<file path="src/rtl/seven_seg_reader.sv">
// seven_seg_reader
// Passive observer of a multiplexed, active-low seven-segment display bus.
// It recovers the hex nibble shown on each digit, which is the inverse of
// the 0-F segment encoding. The bus is filtered for stability first, and a
// one-cycle frame strobe is raised once every digit has been read back.
//
// Ports:
//   clk          system clock, rising edge
//   rst          asynchronous, active-high reset
//   sevenBit     segment pattern, active-low, bit0 = a ... bit6 = g
//   digitSel     anode select, active-low one-hot; all ones = blanked
//   value        decoded nibbles, digit i in value[4i+3:4i]
//   digitValid   bit i set when nibble i holds a legal decode
//   frameValid   one-cycle pulse once all digits have been read since the last pulse
//   patternError one-cycle pulse on an accepted illegal pattern or select
module seven_seg_reader #(
    parameter int unsigned DIGITS        = 4,
    parameter int unsigned STABLE_CYCLES = 4
) (
    input  logic                clk,
    input  logic                rst,
    input  logic [6:0]          sevenBit,
    input  logic [DIGITS-1:0]   digitSel,
    output logic [4*DIGITS-1:0] value,
    output logic [DIGITS-1:0]   digitValid,
    output logic                frameValid,
    output logic                patternError
);

    localparam int unsigned SEG_W    = 7;
    localparam int unsigned NIB_W    = 4;
    localparam int unsigned SAMPLE_W = DIGITS + SEG_W;
    localparam int unsigned VALUE_W  = NIB_W * DIGITS;
    localparam int unsigned CNT_W    = $clog2(STABLE_CYCLES + 1);

    localparam logic [CNT_W-1:0]  CNT_MAX    = CNT_W'(STABLE_CYCLES);
    localparam logic [DIGITS-1:0] ALL_DIGITS = '1;

    // Inverse segment table: returns {legal, nibble}; unknown patterns are illegal.
    function automatic logic [NIB_W:0] decodeSeg(input logic [SEG_W-1:0] seg);
        logic [NIB_W:0] res;
        res = '0;
        unique case (seg)
            7'b1000000: res = {1'b1, 4'h0};
            7'b1111001: res = {1'b1, 4'h1};
            7'b0100100: res = {1'b1, 4'h2};
            7'b0110000: res = {1'b1, 4'h3};
            7'b0011001: res = {1'b1, 4'h4};
            7'b0010010: res = {1'b1, 4'h5};
            7'b0000010: res = {1'b1, 4'h6};
            7'b1111000: res = {1'b1, 4'h7};
            7'b0000000: res = {1'b1, 4'h8};
            7'b0011000: res = {1'b1, 4'h9};
            7'b0001000: res = {1'b1, 4'hA};
            7'b0000011: res = {1'b1, 4'hB};
            7'b0100111: res = {1'b1, 4'hC};
            7'b0100001: res = {1'b1, 4'hD};
            7'b0000110: res = {1'b1, 4'hE};
            7'b0001110: res = {1'b1, 4'hF};
            default:    res = '0;
        endcase
        return res;
    endfunction

    // Registered state
    logic [SAMPLE_W-1:0] sampleReg;
    logic [CNT_W-1:0]    stableCnt;
    logic                accepted;
    logic [DIGITS-1:0]   seen;

    // Next-state values
    logic [CNT_W-1:0]    stableCntNext;
    logic                acceptedNext;
    logic [DIGITS-1:0]   seenNext;
    logic [VALUE_W-1:0]  valueNext;
    logic [DIGITS-1:0]   digitValidNext;
    logic                frameValidNext;
    logic                patternErrorNext;

    // Combinational helpers
    logic [SAMPLE_W-1:0] sampleIn;
    logic                sampleSame;
    logic                acceptC;
    logic [DIGITS-1:0]   selLow;
    logic                selOneHot;
    logic [NIB_W:0]      decoded;
    logic [VALUE_W-1:0]  nibMask;

    assign sampleIn   = {digitSel, sevenBit};
    assign sampleSame = (sampleIn == sampleReg);
    assign selLow     = ~sampleReg[SAMPLE_W-1:SEG_W];
    // Non-zero one-hot test; the all-zero (blank) case is handled separately.
    assign selOneHot  = ((selLow & (selLow - DIGITS'(1))) == '0);
    assign decoded    = decodeSeg(sampleReg[SEG_W-1:0]);

    // Nibble lane mask for the selected digit (shift form keeps indices in range)
    always_comb begin
        nibMask = '0;
        for (int unsigned i = 0; i < DIGITS; i++) begin
            if (((selLow >> i) & DIGITS'(1)) != '0) begin
                nibMask = nibMask | (VALUE_W'(4'hF) << (NIB_W * i));
            end
        end
    end

    // Stability filter, accept decision, decode and frame tracking
    always_comb begin
        stableCntNext    = stableCnt;
        acceptedNext     = accepted;
        seenNext         = seen;
        valueNext        = value;
        digitValidNext   = digitValid;
        frameValidNext   = 1'b0;
        patternErrorNext = 1'b0;
        acceptC          = 1'b0;

        if (!sampleSame) begin
            stableCntNext = '0;
            acceptedNext  = 1'b0;
        end else begin
            if (stableCnt != CNT_MAX) begin
                stableCntNext = stableCnt + CNT_W'(1);
            end
            // Fire on the edge where the count reaches the threshold, once per pattern.
            acceptC = !accepted && (stableCntNext == CNT_MAX);
            if (acceptC) begin
                acceptedNext = 1'b1;
            end
        end

        if (acceptC) begin
            if (selLow == '0) begin
                // Blanked bus: nothing to read
            end else if (!selOneHot) begin
                patternErrorNext = 1'b1;
            end else if (decoded[NIB_W]) begin
                valueNext      = (value & ~nibMask) | ({DIGITS{decoded[NIB_W-1:0]}} & nibMask);
                digitValidNext = digitValid | selLow;
                seenNext       = seen | selLow;
            end else begin
                digitValidNext   = digitValid & ~selLow;
                patternErrorNext = 1'b1;
            end
        end

        // Completed frame: strobe and restart the mask on the same edge
        if (seenNext == ALL_DIGITS) begin
            frameValidNext = 1'b1;
            seenNext       = '0;
        end
    end

    // State and output registers
    always_ff @(posedge clk or posedge rst) begin
        if (rst) begin
            sampleReg    <= '1;
            stableCnt    <= '0;
            accepted     <= 1'b0;
            seen         <= '0;
            value        <= '0;
            digitValid   <= '0;
            frameValid   <= 1'b0;
            patternError <= 1'b0;
        end else begin
            sampleReg    <= sampleIn;
            stableCnt    <= stableCntNext;
            accepted     <= acceptedNext;
            seen         <= seenNext;
            value        <= valueNext;
            digitValid   <= digitValidNext;
            frameValid   <= frameValidNext;
            patternError <= patternErrorNext;
        end
    end

endmodule

</file>
<file path="config.mk">
export PLATFORM = sky130hd
export DESIGN_NAME = seven_seg_reader
export DESIGN_NICKNAME = d
export VERILOG_FILES = /design/src/rtl/seven_seg_reader.sv
export SDC_FILE = /design/constraint.sdc
export NUM_CORES = 1
export LEC_CHECK = 0
export ABC_CLOCK_PERIOD_IN_PS = 3990
export BUFFER_PORTS_ARGS = -buffer_cell sky130_fd_sc_hd__buf_2
export CAP_MARGIN = 0
export CORE_ASPECT_RATIO = 1.2
export CORE_MARGIN = 2
export CORE_UTILIZATION = 45
export DETAILED_ROUTE_END_ITERATION = 8
export GPL_ROUTABILITY_DRIVEN = 0
export PLACE_DENSITY = 0.66
export SYNTH_ARGS = -nofsm -noshare
export SYNTH_HDL_FRONTEND = slang
export SYNTH_SLANG_ARGS = --single-unit
</file>
<file path="constraint.sdc">
create_clock -name clk -period 3.99 [get_ports clk]
set_input_delay 0.399 -clock clk [delete_from_list [all_inputs] [get_ports clk]]
set_output_delay 0.399 -clock clk [all_outputs]
set_load 0.05 [all_outputs]
</file>
# ---- After elaboration in Yosys (flattened, before gate mapping)
# Index checks and enable logic that the tools add are counted.
dict set report op_classes {
  n_addsub 2
  n_eq_ne 20
  n_mux 22
  bitwise 11
  n_reduce_logical 7
}
# cell count
set op_table {}
lappend op_table {{$pmux W5 S16} 1}
lappend op_table {{$and A16 B16 Y16} 2}
lappend op_table {{$eq A7 B6 Y1 const B} 4}
lappend op_table {{$mux W4} 7}
lappend op_table {{$eq A7 B5 Y1 const B} 3}
lappend op_table {{$eq A7 B7 Y1 const B} 3}
lappend op_table {{$mux W16} 1}
lappend op_table {{$not A16 Y16} 1}
lappend op_table {{$or A16 B16 Y16} 1}
lappend op_table {{$eq A7 B2 Y1 const B} 2}
lappend op_table {{$eq A7 B4 Y1 const B} 2}
lappend op_table {{$mux W12} 1}
lappend op_table {{$eq A11 B11 Y1} 1}
lappend op_table {{$mux W3} 3}
lappend op_table {{$and A4 B4 Y4} 2}
lappend op_table {{$logic_not A4 Y1} 2}
lappend op_table {{$mux W1} 8}
lappend op_table {{$mux W8} 1}
lappend op_table {{$not A4 Y4} 2}
lappend op_table {{$or A4 B4 Y4} 2}
lappend op_table {{$eq A7 B3 Y1 const B} 1}
lappend op_table {{$logic_not A7 Y1} 1}
lappend op_table {{$eq A4 B4 Y1 const B} 1}
lappend op_table {{$reduce_and A4 Y1} 1}
lappend op_table {{9 further kinds} 9}
dict set report totals {
  ff_bits 41
  in_bits 13
  output_inout_bits 22
  elab_cells 70
}

# ---- Longest topological paths before layout
# Gate-level depths: netlist (run 1).
dict set report depth {
  ltp_word 9
  mapped_depth 9
  mapped_depth_nobuf 7
}

# ---- Least setup slack after synthesis (run 1)
# OpenSTA, ideal clock, no wires.
dict set report synth_timing {
  path_kind {register to register}
  from {register stableCnt[0]}
  to {register with a tool-made name}
  setup_ps 125
  arrival_ps 2653
  t_required_ps 3865
  slack_ps 1211
  path_stages_with_launch 10
  path_buffers 2
  period_less_slack_ps 2779
  cell_sequence {dfrtp_1 inv_1 ha_1 or3b_1 a311o_1 or4_1 buf_2 or3_1 buf_6 mux2_4}
}
# element line_no
set synth_lines {}
lappend synth_lines {{start, declared} 67} ;# logic [CNT_W-1:0] stableCnt;
lappend synth_lines {{start signal, assigned} 166} ;# stableCnt <= stableCntNext;

==> run_results.csv, run 1 <==
group,metric,value,unit
power_and_ir_drop,leakage,1.184,nW
floorplanning,placement_rows,28,
worst_setup_path,slowest_delay,570,ps
clocking,clockRootBuffer,"clkbuf_8",
global_routing,grt_pass1_wl,7.286,mm
flow_run,maxCapViolCount,0,
logic_synthesis,yosysWarnings,0,
worst_setup_path,crit_path_start_kind,"register",
routing,remaining_drc_errors,0,
worst_setup_path,slowest_stage,"or4_1",
min_path,min_path_type,"in2async",
routing,drt-vias-per-instance,5.570,
clocking,path_clk_slew,80,ps
power_and_ir_drop,powerDensity,310.3,nW/um^2
global_routing,antenna_found_initial,0,
logic_synthesis,ys_types,51,
timing,min_period,2953,ps
logic_synthesis,synth_cells,216,
clocking,ctsHoldBuffers,0,
layout,nFillCells,468,
logic_synthesis,seq_area_frac_synth,0.4642,
timing,fin_crit_sh,0.7401,
worst_setup_path,worstPathRequired,4170,ps
layout,layout.nets,254,
worst_setup_path,crit_type,"reg2reg",
routing,wl,4.388,mm
timing,hold_viol,0,
timing,rsz0062_at_grt,"no",
logic_synthesis,synth_edf_count,0,
layout,utilization,0.5075,
clocking,tritoncts,"done",
floorplanning,die_y,81.28,um
logic_synthesis,synth_nets,231,
timing,whs,216.7,ps
floorplanning,die_w,68.40,um
global_routing,grt_pass1_vias,1551,
logic_synthesis,ys_seq_elements,41,
logic_synthesis,synth_top_flop_cell,"dfrtp_1",
worst_setup_path,path_cells,"inv_1, ha_1, or3b_1, a311o_1, or4_1, or3_1, mux2_4",
layout,mostFrequentLayoutCells,"buf_2, dfrtp_1, nor2_1",
run_status,status,"complete, no violations",
routing,ant_nets,0,
routing,vias,1671,
worst_setup_path,path_delay_family,"simple AND/OR/NAND/NOR gates",
routing,drt-initial-drc-count,79,
floorplanning,core,4870,um^2
clocking,clkLatencyLatePin,290,ps
timing,fin_setup_tns,0,ps
timing,setup_slack,1037,ps
layout,multi_input_area,1047,um^2
timing,skew,4.304,ps
layout,syn_to_final_growth,10.34,%
logic_synthesis,async_flop_share,1.000,
global_routing,grt_usage,0.1767,
timing,fmaxAchievable,0.3386,GHz
routing,drt_first_pass_iters,4,
clocking,cts_resized,0,
logic_synthesis,syn_area,2240,um^2
floorplanning,num_io_pins,35,
place,port_buffers,34,
worst_setup_path,critPathBufInv,1,
layout,antenna_cells,0,
layout,layout.cells.most_common,"buf_2",
worst_setup_path,arrival,3130,ps
floorplanning,start_util,0.4599,
layout,seq_area,1040,um^2
global_routing,grt_start_max_net_pins,42,
floorplanning,die-area,5560,um^2
worst_setup_path,endpoint_kind,"register",
power_and_ir_drop,irDropWorstVdd,0.2134,mV
timing,drv_slew,0,
clocking,clock-sinks,41,
clocking,clock_path_buffers,2,
place,dpl_worst_slack,1042,ps
logic_synthesis,avgSynthCellArea,10.37,um^2
timing,relSlewSlack,0.5459,
timing,setup_viol,0,
worst_setup_path,crit_fanout,9,
clocking,cts.htree.levels,2,
clocking,cts_buffers,5,
routing,wire_per_inst,14.63,um
clocking,postCtsSetupBuffers,0,
global_routing,grt_overflow,0,
timing,worst_pin_slew,675.4,ps
place,place_hpwl,3.191,mm
layout,drive_above_1_share,0.2875,
-- power by group --
group          internal [mW]  switching (mW)  total [mW]
combinational         0.0240          0.0329      0.0569
sequential             0.426          0.0206       0.447
clock                  0.121           0.142       0.263
-- through the flow --
stage | cells | total power [mW] | cell area (um^2)
after global placement | 292 | 0.5116 | 2389
after floorplan | 216 | 0.4935 | 2240
final | 300 | 0.7668 | 2471
after global routing | 300 | 0.8011 | 2471
after detailed placement | 292 | 0.5125 | 2389
after CTS | 300 | 0.7763 | 2471
-- area by class of cell --
cell class                      instances  share of cell area
Clock buffer                            6             0.02937
Tap cell                               60             0.03038
Sequential cell                        41              0.4208
Timing Repair Buffer                   35             0.07190
Inverter                               13             0.01975
Clock inverter                          2            0.004051
Multi-Input combinational cell        143              0.4238
-- logic make-up (layout without fill, tap and decap cells) --
group                    after synthesis  in the layout  synth area share
AND/OR/NAND/NOR                       66             66            0.1620
AO/OA/AOI/OAI                         48             48            0.1542
flip-flops                            41             41            0.4642
buffers and inverters                 32             56           0.06816
XOR/XNOR                              13             13           0.05084
multiplexers                          13             13           0.08492
adder cells (fa/ha/maj)                3              3           0.01564
-- worst register-to-register path, delay by kind of cell (launching register included) --
kind / cells / cell delay [ps]
and+or+nand+nor: 3 / 1460
DFF: 1 / 400
AOI/OAI and AO/OA: 1 / 350
muxes: 1 / 340
adders and majority gates: 1 / 230
buffers and inverters: 1 / 60
-- path summary, 6_finish.rpt --
check                                   from           end  slack (ps)  cells after the start
worst min register to register      register      register         500                      1
worst min-delay path                     rst  stableCnt[2]         220                      3
min in group clk                 sevenBit[4]  sampleReg[4]         220                      1
worst max register to register  stableCnt[0]      register        1040                      7
worst max-delay path            stableCnt[0]      register        1040                      7
max in group asynchronous                rst  sampleReg[5]        3400                      3
-- cells in the mapped netlist, types with 2 or more instances --
cell      number  share of area
o21ai_0        8          0.018
buf_1          2         0.0034
dfstp_2       11           0.13
o21a_1         2         0.0067
buf_6          3          0.015
nand2b_1       3         0.0084
dfrtp_1       30           0.34
o31ai_1        5          0.017
or4_1          2         0.0067
a21oi_1        6          0.013
xnor2_1        2         0.0078
xor2_1        11          0.043
inv_1         13          0.022
nand4_1        3         0.0084
and3_1         4          0.011
mux2_4        12          0.080
o22ai_1        2         0.0056
ha_1           2          0.011
clkbuf_1       6          0.010
or3_1          5          0.014
nand2_1       12          0.020
nand3_1        2         0.0045
nor4b_1        2         0.0078
nor3_1         6          0.013
a22o_1         4          0.016
a31oi_1        3         0.0084
buf_2          8          0.018
o31a_1         7          0.027
nor2_1        14          0.023
nor2b_1        4          0.011
nor4_1         2         0.0056
-- metal layers --
layer / GRT usage / vias up / routed length, um
met4: 0.06600 / 0 / 71
li1: - / 812 / -
met3: 0.03878 / 6 / 181
met5: 0 / - / 0
met2: 0.2971 / 37 / 2201
met1: 0.2178 / 816 / 1934
No activity file was read; power rests on OpenSTA's default activity.
==> run 2, diff against run 1 <==
ABC_AREA = 1   (was not set)
ABC_CLOCK_PERIOD_IN_PS = 2850   (was 3990)
clock period = 2.85 ns   (was 3.99 ns; I/O delays follow)
==> run 2 against run 1 <==
Register-to-register slack got worse by 250 ps. Non-clock buffer count unchanged. Clock-buffer cell count unchanged. Final cell count increased by 17%. Critical path depth increased by 7. Total power increased by 44%. Hold slack got worse by 110 ps. Synthesized area increased by 1.3%. Synthesized cell count increased by 15%. Clock power increased by 49%. Critical path type unchanged. Combinational power increased by 68%.
==> run_results.csv, run 2 <==
group,metric,value,unit
run_status,status,"complete, no violations",
logic_synthesis,synthTopCellsByCount,"nand2_1, dfrtp_1, inv_1",
logic_synthesis,synth.most_common_cell,"nand2_1",
layout,antenna_cells,0,
power_and_ir_drop,power.share.clock,0.356,
timing,setup_slack,791.0,ps
power_and_ir_drop,seqPwrFrac,0.557,
floorplanning,core,4905,um^2
timing,hold_viol,0,
power_and_ir_drop,p_int,0.8250,mW
routing,remaining_drc_errors,0,
power_and_ir_drop,p_switching,0.2767,mW
global_routing,grt_pass1_wl,7.031,mm
routing,wire_per_inst,11.77,um
clocking,clock-sinks,41,
timing,fmaxAchievable,0.4857,GHz
floorplanning,die-area,5630,um^2
layout,layout.nets,305,
power_and_ir_drop,leakage,1.311,nW
floorplanning,placement_rows,28,
timing,min_period,2059,ps
routing,drt_first_pass_iters,4,
logic_synthesis,synth_edf_count,0,
worst_setup_path,arrival,2250,ps
logic_synthesis,synth_top_area_frac,0.3308,
routing,wl_met3,89,um
timing,setup_viol,0,
floorplanning,num_io_pins,35,
clocking,clkLatencyLatePin,290,ps
worst_setup_path,r2r_start,"stableCnt[0]",
worst_setup_path,cp-endpoint,"seen[2]",
worst_setup_path,crit_start,"stableCnt[0]",
clocking,cts_resized,0,
logic_synthesis,async_flop_share,1.000,
power_and_ir_drop,p_comb_frac,0.087,
worst_setup_path,rr_worst_depth,14,
worst_setup_path,crit_fanout,10,
worst_setup_path,worstReg2RegEnd,"seen[2]",
layout,syn_to_final_growth,14.88,%
place,dpl_worst_slack,774.6,ps
routing,wl,4.133,mm
layout,utilization,0.5316,
logic_synthesis,ys_top_cells_by_area,"dfrtp_1, dfstp_2, nand2_1",
logic_synthesis,synth_top_area_cell,"dfrtp_1",
global_routing,grt_overflow,0,
layout,drive_above_1_share,0.3746,
timing,fin_crit_sh,0.7224,
power_and_ir_drop,powerDensity,422.5,nW/um^2
routing,wl_met1,1.825,mm
timing,relSlewSlack,0.6624,
global_routing,grt_start_max_net_pins,42,
logic_synthesis,seq_area_frac_synth,0.4581,
logic_synthesis,ys_types,29,
global_routing,grt_usage,0.1698,
routing,drt-vias-per-instance,4.746,
routing,ant_nets,0,
timing,rsz0062_at_grt,"no",
floorplanning,die_y,81.80,um
worst_setup_path,endpoint_kind,"register",
clocking,clock_path_buffers,2,
logic_synthesis,ys_seq_elements,41,
flow_run,maxCapViolCount,0,
place,place_hpwl,3.213,mm
clocking,ctsHoldBuffers,0,
timing,fin_setup_tns,0,ps
worst_setup_path,ff2ff_setup_slack,790,ps
logic_synthesis,synth_cells,249,
power_and_ir_drop,total_power,1.102,mW
routing,met2_wirelength,2.138,mm
logic_synthesis,yosysWarnings,0,
power_and_ir_drop,switching_share,0.2512,
routing,highest_layer,"met4",
clocking,cts_buffers,5,
logic_synthesis,avgSynthCellArea,9.115,um^2
clocking,clockRootBuffer,"clkbuf_8",
timing,worst_pin_slew,506.3,ps
logic_synthesis,synth_top_flop_cell,"dfrtp_1",
worst_setup_path,crit_path_start_kind,"register",
global_routing,antenna_found_initial,0,
routing,vias,1666,
layout,final_area,2608,um^2
routing,drt-initial-drc-count,75,
place,port_buffers,34,
layout,layout.cells.most_common,"nand2_1",
logic_synthesis,synth_nets,264,
power_and_ir_drop,irDropWorstVdd,0.1713,mV
floorplanning,die_w,68.83,um
global_routing,grt_pass1_vias,1580,
timing,skew,4.758,ps
timing,drv_slew,0,
logic_synthesis,syn_area,2270,um^2
min_path,min_path_type,"in2reg",
clocking,path_clk_slew,80,ps
layout,mostFrequentLayoutCells,"nand2_1, buf_2, dfrtp_1",
floorplanning,start_util,0.4628,
worst_setup_path,worstPathRequired,3040,ps
worst_setup_path,crit_type,"reg2reg",
clocking,postCtsSetupBuffers,0,
clocking,cts.htree.levels,2,
clocking,tritoncts,"done",
place,placed_area,2511,um^2
## run 2: changes by cell type after synthesis, moves of 12 or more
cell     previous run  this run
nand2_1            12        46
mux2_4             12         0
nand3_1             2        14
o21ai_1             0        12
inv_1              13        29
## run 2: routing by layer
metal | track usage | vias to the layer above
met5 | 0 | -
met4 | 0.07059 | 0
met3 | 0.03288 | 6
met2 | 0.2971 | 18
met1 | 0.1998 | 777
li1 | - | 865
## run 2: power by group through the flow
stage	Sequential [mW]	Clock [mW]	Combinational [mW]
global placement	0.624	0	0.0967
global route	0.616	0.435	0.109
finish	0.614	0.392	0.0957
floorplan	0.619	0	0.0746
CTS	0.614	0.409	0.0977
detailed placement	0.625	0	0.0976
## run 2: area by class of cell
type	count	area, um^2
multi-input combinational	170	1080
clock buffer	6	82.58
fill	479	2297
tap	60	75.07
timing repair buffer	35	177.7
clock inverter	2	13.76
sequential	41	1040
inverter	37	138.9
## run 2: critical path: stages, from the launching register on
cell and delay [ps]:
dfrtp_1 380, inv_1 70, ha_1 210, nand2_1 90, nand2_1 60, nand2_1 80
nand3_1 100, nor2_1 190, nand3_4 160, nor2_2 150, nand3_4 140, nand2_4 110
nand2_4 60, nor2_8 120, nor2_2 50
## run 2: how the worst min path moves through the flow
| stage | slack (ps) | to | cells past startpoint | startpoint |
|---|---|---|---|---|
| after floorplan | 290 | sampleReg[0] | 0 | sevenBit[0] |
| after global placement | 410 | sampleReg[4] | 1 | sevenBit[4] |
| after detailed placement | 410 | sampleReg[1] | 1 | sevenBit[1] |
| after CTS | 90 | sampleReg[10] | 1 | digitSel[3] |
| after global routing | 90 | sampleReg[4] | 1 | sevenBit[4] |
| final | 100 | sampleReg[4] | 1 | sevenBit[4] |
## run 2: cell families (layout without fill, tap and decap cells)
logic type | count (synthesis) | in the layout | share of synthesized area
AO/OA/AOI/OAI | 26 | 26 | 0.07167
XOR/XNOR | 6 | 6 | 0.02315
adder cells (fa/ha/maj) | 2 | 2 | 0.01102
buffers and inverters | 38 | 80 | 0.06615
flip-flops | 41 | 41 | 0.4581
AND/OR/NAND/NOR | 136 | 136 | 0.3699
## run 2: through the flow
stage | std cells | hold WS [ps]
global placement | 343 | 407.7
floorplan | 249 | 289.5
CTS | 351 | 93.61
global route | 351 | 85.20
detailed placement | 343 | 408.5
finish | 351 | 104.8
